===== src/rtl/pipe_pkg.sv =====
// Shared pipeline-boundary constants: per-stage payload widths, bubble control words,
// and the bit layout of the control word carried between stages.
package pipe_pkg;

    localparam int unsigned OCC_W = 2;

    localparam int unsigned IFID_DATA_W  = 64;   // PC, INSTR
    localparam int unsigned IFID_CTRL_W  = 1;
    localparam int unsigned IDEX_DATA_W  = 128;  // PC, DATA1, DATA2, IMMEDIATE
    localparam int unsigned IDEX_CTRL_W  = 24;
    localparam int unsigned EXMEM_DATA_W = 96;   // PC, ALU result, DATA2
    localparam int unsigned EXMEM_CTRL_W = 24;
    localparam int unsigned MEMWB_DATA_W = 64;   // ALU result, load data
    localparam int unsigned MEMWB_CTRL_W = 24;

    // Control word layout shared by the ID/EX, EX/MEM and MEM/WB boundaries
    localparam int unsigned CTRL_RD_LSB     = 0;
    localparam int unsigned CTRL_RD_W       = 5;
    localparam int unsigned CTRL_ALU_OP_LSB = 5;
    localparam int unsigned CTRL_ALU_OP_W   = 5;
    localparam int unsigned CTRL_BJ_LSB     = 10;
    localparam int unsigned CTRL_BJ_W       = 4;
    localparam int unsigned CTRL_RW_LSB     = 14;
    localparam int unsigned CTRL_RW_W       = 4;
    localparam int unsigned CTRL_WB_SEL_LSB = 18;
    localparam int unsigned CTRL_WB_SEL_W   = 2;
    localparam int unsigned CTRL_REG_WE_BIT = 20;

    localparam logic [IFID_CTRL_W-1:0]  IFID_BUBBLE_CTRL  = '0;
    localparam logic [IDEX_CTRL_W-1:0]  IDEX_BUBBLE_CTRL  = '0;
    localparam logic [EXMEM_CTRL_W-1:0] EXMEM_BUBBLE_CTRL = '0;
    localparam logic [MEMWB_CTRL_W-1:0] MEMWB_BUBBLE_CTRL = '0;

endpackage


===== src/rtl/pipe_slot.sv =====
// One valid+data+ctrl holding register; load wins over clear, reset wins over both.
module pipe_slot
    import pipe_pkg::*;
#(
    parameter int unsigned DATA_W = 8,
    parameter int unsigned CTRL_W = 8
) (
    input  logic              CLK,
    input  logic              RESET,
    input  logic              load_i,
    input  logic              clear_i,
    input  logic [DATA_W-1:0] data_i,
    input  logic [CTRL_W-1:0] ctrl_i,
    output logic              valid_o,
    output logic [DATA_W-1:0] data_o,
    output logic [CTRL_W-1:0] ctrl_o
);

    logic              valid_q;
    logic [DATA_W-1:0] data_q;
    logic [CTRL_W-1:0] ctrl_q;

    always_ff @(posedge CLK) begin
        if (RESET) begin
            valid_q <= 1'b0;
            data_q  <= '0;
            ctrl_q  <= '0;
        end else if (load_i) begin
            valid_q <= 1'b1;
            data_q  <= data_i;
            ctrl_q  <= ctrl_i;
        end else if (clear_i) begin
            valid_q <= 1'b0;
        end
    end

    assign valid_o = valid_q;
    assign data_o  = data_q;
    assign ctrl_o  = ctrl_q;

endmodule


===== src/rtl/elastic_pipe_reg.sv =====
// Elastic valid/ready stage register with optional skid slot, flush-to-bubble and global freeze.
// The head beat always lives in the main slot M; the skid slot S only backs it up.
module elastic_pipe_reg
    import pipe_pkg::*;
#(
    parameter int unsigned DATA_W      = IDEX_DATA_W,
    parameter int unsigned CTRL_W      = IDEX_CTRL_W,
    parameter bit          SKID        = 1'b1,
    parameter              BUBBLE_CTRL = {CTRL_W{1'b0}},
    parameter bit          CLEAR_DATA  = 1'b0
) (
    input  logic              CLK,
    input  logic              RESET,
    input  logic              BUSYWAIT,
    input  logic              FLUSH,
    input  logic              IN_VALID,
    output logic              IN_READY,
    input  logic [DATA_W-1:0] IN_DATA,
    input  logic [CTRL_W-1:0] IN_CTRL,
    output logic              OUT_VALID,
    input  logic              OUT_READY,
    output logic [DATA_W-1:0] OUT_DATA,
    output logic [CTRL_W-1:0] OUT_CTRL,
    output logic [OCC_W-1:0]  OCCUPANCY
);

    if ($bits(BUBBLE_CTRL) != CTRL_W) begin : g_bubble_width_check
        $error("elastic_pipe_reg: BUBBLE_CTRL width does not match CTRL_W");
    end

    logic              m_valid, s_valid;
    logic [DATA_W-1:0] m_data, s_data, m_data_in;
    logic [CTRL_W-1:0] m_ctrl, s_ctrl, m_ctrl_in;
    logic              in_xfer, out_xfer, promote, m_load, m_clear;

    always_comb begin
        if (SKID) IN_READY = !s_valid && !BUSYWAIT;
        else      IN_READY = (!m_valid || OUT_READY) && !BUSYWAIT;
    end

    assign in_xfer  = IN_VALID & IN_READY & ~BUSYWAIT & ~FLUSH;
    assign out_xfer = m_valid & OUT_READY & ~BUSYWAIT & ~FLUSH;

    // A consumed head is refilled from S first to keep ordering; otherwise from the input
    assign promote   = out_xfer & s_valid;
    assign m_load    = promote | (in_xfer & (~m_valid | out_xfer));
    assign m_clear   = FLUSH | (out_xfer & ~m_load);
    assign m_data_in = promote ? s_data : IN_DATA;
    assign m_ctrl_in = promote ? s_ctrl : IN_CTRL;

    pipe_slot #(
        .DATA_W (DATA_W),
        .CTRL_W (CTRL_W)
    ) u_main (
        .CLK     (CLK),
        .RESET   (RESET),
        .load_i  (m_load),
        .clear_i (m_clear),
        .data_i  (m_data_in),
        .ctrl_i  (m_ctrl_in),
        .valid_o (m_valid),
        .data_o  (m_data),
        .ctrl_o  (m_ctrl)
    );

    if (SKID) begin : g_skid
        logic s_load, s_clear;

        assign s_load  = in_xfer & m_valid & ~out_xfer;
        assign s_clear = FLUSH | promote;

        pipe_slot #(
            .DATA_W (DATA_W),
            .CTRL_W (CTRL_W)
        ) u_skid (
            .CLK     (CLK),
            .RESET   (RESET),
            .load_i  (s_load),
            .clear_i (s_clear),
            .data_i  (IN_DATA),
            .ctrl_i  (IN_CTRL),
            .valid_o (s_valid),
            .data_o  (s_data),
            .ctrl_o  (s_ctrl)
        );
    end else begin : g_no_skid
        assign s_valid = 1'b0;
        assign s_data  = '0;
        assign s_ctrl  = '0;
    end

    assign OUT_VALID = m_valid;
    assign OUT_CTRL  = m_valid ? m_ctrl : BUBBLE_CTRL;
    assign OUT_DATA  = (CLEAR_DATA && !m_valid) ? '0 : m_data;
    assign OCCUPANCY = {1'b0, m_valid} + {1'b0, s_valid};

endmodule

===== config.mk =====
export PLATFORM = sky130hd
export DESIGN_NAME = elastic_pipe_reg
export DESIGN_NICKNAME = d
export VERILOG_FILES = /design/src/rtl/pipe_pkg.sv /design/src/rtl/pipe_slot.sv /design/src/rtl/elastic_pipe_reg.sv
export SDC_FILE = /design/constraint.sdc
export NUM_CORES = 1
export LEC_CHECK = 0
export ABC_AREA = 0
export BUFFER_PORTS_ARGS = -buffer_cell sky130_fd_sc_hd__buf_4
export CORE_MARGIN = 10
export CORE_UTILIZATION = 40
export DETAILED_ROUTE_END_ITERATION = 10
export GPL_TIMING_DRIVEN = 0
export SYNTH_ARGS = -nofsm -noshare
export SYNTH_HDL_FRONTEND = slang
export SYNTH_HIERARCHICAL = 1
export SYNTH_SLANG_ARGS = --single-unit

===== constraint.sdc =====
create_clock -name CLK -period 2.5 [get_ports CLK]
set_clock_uncertainty 0.15 [all_clocks]
set_input_delay 0.125 -clock CLK [delete_from_list [all_inputs] [get_ports CLK]]
set_output_delay 0.125 -clock CLK [all_outputs]
set_load 0.05 [all_outputs]

==> summary.md <==
| Metric | Value |
|---|---|
| Fmax | `approximately 440 MHz` |
| CORE AREA | `31600 sq um` |
| Mapped Nets | `~1400` |
| FF-to-FF End | `u_main/data_o[2]$_SDFFE_PP0P_` |
| Synthesis-to-layout area growth | `43.8%` |
| Tot Pwr | `11.5 mW` |
| Max Root-Sink Buffers | `3` |
| Status | `finished clean` |
| Clk slew on worst S/H paths | `approximately 0.060 ns` |
| Fin. Hold Viols | `0` |
| Worst Hold Path Cells | `5` |
| CTS tree | `built` |
| Initial Util | `between 40 and 50%` |
| Worst path max stage delay | `approximately 0.43 ns` |
| Mapped Cells | `1196` |
| Hold Path Class | `input port to flip-flop` |
| First DRT Iteration DRCs | `230` |
| Skew-Pair Late Insertion Delay | `between 0.5 and 0.6 ns` |
| Seq cells post-synth | `roughly 310` |
| Chip width | `around 200 um` |
| DRC | `0` |
| DR vias/cell | `~4.7` |
| Worst slew pin tran | `0.554 ns` |
| Synthesized area per cell | `~11 sq um` |
| Worst setup margin | `about 0.21 ns` |
| Most frequent cells in the layout | `buf_4 (339), nor2_1 (307), dfxtp_1 (305)` |
| Commonest non-fill, non-tap cell in the layout | `buf_4` |
| Vias in the first global route | `10557` |
| Place WS | `-0.728 ns` |
| Seq/Total Area, Yosys | `a little under half` |
| Largest net degree at the start of global routing | `14` |
| First-pass GRT wire length | `around 58000 um` |
| Row Count | `65` |
| R2R Setup Slk | `around 0.21 ns` |
| Yosys warning count | `6` |
| IO Count | `314` |
| Final Critical Period | `around 2.3 ns` |
| Slew margin rel. | `about 63%` |
| Slowest CP cell | `dfxtp_4` |
| Unique masters post-synth | `22` |
| CP required | `roughly 2.7 ns` |
| Initial antenna violation count | `2` |
| Crit Path Max Fanout | `12` |
| Die Height | `roughly 200 um` |
| Top delay family on crit path | `buffers and inverters` |
| CP cell instances | `nand2_1, nor4_4, buf_4, clkbuf_4, mux2_2, mux2i_1, nor2_1` |
| Hold Slack | `between 0.03 and 0.04 ns` |
| Startpoint types | `flip-flop` |
| Hold Path Origin | `IN_VALID` |
| Fin crit share | `between 90% and 100%` |
| Cell count of the worst reg-to-reg path | `7` |
| Initial DRT Pass Iterations | `4` |
| Max_cap viols | `0` |
| FF-to-FF Start | `u_main/valid_o$_SDFFE_PP0P_` |
| Port Buffers | `around 310` |
| Clock sinks | `between 300 and 400` |
| Peak VDD IR | `approximately 0.56 mV` |
| Static Leakage | `7.41 nW` |
| Htree depth | `2` |
| Vias | `just over 10000` |
| Clk Tree Root Cell | `clkbuf_16` |
| Power Density | `624 nW/um^2` |
| CTS buffer count | `36` |
| Hold Path End | `u_main/valid_o$_SDFFE_PP0P_` |
| Average wire per standard cell | `17.2 um` |
| ANT nets after route | `0` |
| Nets | `1860` |
| Mapped Area | `roughly 13000 sq um` |
| Slew Limit Fails | `0` |
| GR Util All Layers | `between 10% and 20%` |
| Gpl congestion | `between 0.7 and 0.8` |
| Unrepaired setup endpoints after global routing | `no` |
| DP HPWL | `26000 um` |
| Worst path bufs/invs | `2` |
| Die Area | `slightly below 40000 sq um` |
| CP arrival | `between 2 and 3 ns` |
| Remaining global-route overflow | `0` |
| Setup Crit Path Kind | `flip-flop to flip-flop` |
| Layout cell share with drive strength beyond 1 | `between 30% and 40%` |
| Wirelength, routed | `36700 um` |
| Fin area | `about 18000 sq um` |
| Worst Setup End Kind | `flip-flop` |
| Finish-stage setup viols | `0` |
| Dpl cell area | `15700 sq um` |
-- worst max path at each step --
| stage | slack [ns] | startpoint | endpoint | cells past startpoint |
|---|---|---|---|---|
| finish | 0.21 | u_main/valid_o$_SDFFE_PP0P_ | u_main/data_o[2]$_SDFFE_PP0P_ | 7 |
| CTS | 0.02 | u_main/valid_o$_SDFFE_PP0P_ | u_main/data_o[31]$_SDFFE_PP0P_ | 7 |
| global route | 0.04 | u_main/valid_o$_SDFFE_PP0P_ | u_main/data_o[67]$_SDFFE_PP0P_ | 7 |
| global placement | -0.68 | u_main/valid_o$_SDFFE_PP0P_ | u_main/ctrl_o[5]$_SDFFE_PP0P_ | 7 |
| floorplan | 0.06 | u_main/valid_o$_SDFFE_PP0P_ | u_main/data_o[115]$_SDFFE_PP0P_ | 7 |
| detailed placement | -0.73 | u_main/valid_o$_SDFFE_PP0P_ | u_main/ctrl_o[6]$_SDFFE_PP0P_ | 7 |
-- Yosys cell counts --
master,count,area (sq um)
ha_1,1,12.5
o21ai_0,1,5.00
inv_2,1,3.75
clkbuf_1,22,82.6
buf_4,25,188
or2_2,1,6.26
buf_6,16,180
nor4_4,1,21.3
mux2i_1,304,3040
nand2_1,2,7.51
mux2_2,83,935
a21o_1,1,7.51
dfxtp_1,306,6130
and2_1,24,150
nand2b_1,3,18.8
nor2_1,307,1150
buf_2,19,95.1
buf_1,4,15.0
nor4_1,2,12.5
a21oi_1,2,10.0
inv_1,2,7.51
mux2_1,69,777
-- worst reg2reg max path, cell delays in order, from the launching register on --
cell and delay (ns):
dfxtp_4 0.43, nand2_1 0.13, nor4_4 0.34, buf_4 0.28, clkbuf_4 0.27, mux2_2 0.35
mux2i_1 0.15, nor2_1 0.06
-- cell type report --
| cell class | instances | area, sq um |
|---|---|---|
| clock buffer | 51 | 1070 |
| buffer | 86 | 583 |
| multi-input combinational | 801 | 6160 |
| timing repair buffer | 467 | 3890 |
| clock inverter | 15 | 135 |
| fill | 2743 | 13200 |
| sequential | 306 | 6130 |
| inverter | 3 | 11.3 |
| antenna | 2 | 5.00 |
| tap | 402 | 503 |
-- through the flow --
stage	utilization, %	TNS [ns]	std cells
final	58.4	0	2133
after global routing	58.4	0	2133
after CTS	58.3	0	2131
after detailed placement	49.6	-79.65	1910
after global placement	49.6	-70.65	1910
after floorplan	-	0	1196
-- repair_timing --
item / CTS / global route
pin swaps: 1 / 0
endpoints found under the setup margin: 153 / 102
resized for setup: 2 / 9
hold endpoints to repair: 306 / 0
setup buffers: 1 / 0
cloned: 0 / 0
hold buffers: 154 / 0
-- layer usage --
| layer | GRT usage [%] | routed length [um] | up-vias |
|---|---|---|---|
| met5 | 0 | 0 | - |
| met2 | 29.7 | 17200 | 244 |
| met4 | 4.04 | 505 | 0 |
| met1 | 22.4 | 16000 | 4711 |
| met3 | 5.94 | 3030 | 38 |
| li1 | - | - | 5069 |
-- flip-flops by register name, indices dropped and copies added (netlist names) --
name and count:
g_skid.u_skid/data_o 128, u_main/data_o 128, g_skid.u_skid/ctrl_o 24, u_main/ctrl_o 24, g_skid.u_skid/valid_o 1, u_main/valid_o 1
-- cell families (layout without fill, tap and decap cells) --
group,count (synthesis),after routing,synth area share (%)
flops,306,306,47.6
fa+ha+maj,1,1,0.0973
mux,456,456,37.0
buf+inv,89,622,4.45
other cells,0,2,0
compound gates,4,4,0.175
simple gates,340,340,10.6
-- report_power, final --
part	switching (mW)	internal, mW	leakage (nW)
clock	2.02	3.19	0.603
sequential	0.0528	4.97	2.48
combinational	0.677	0.628	4.33
(Power assumes the default switching activity.)
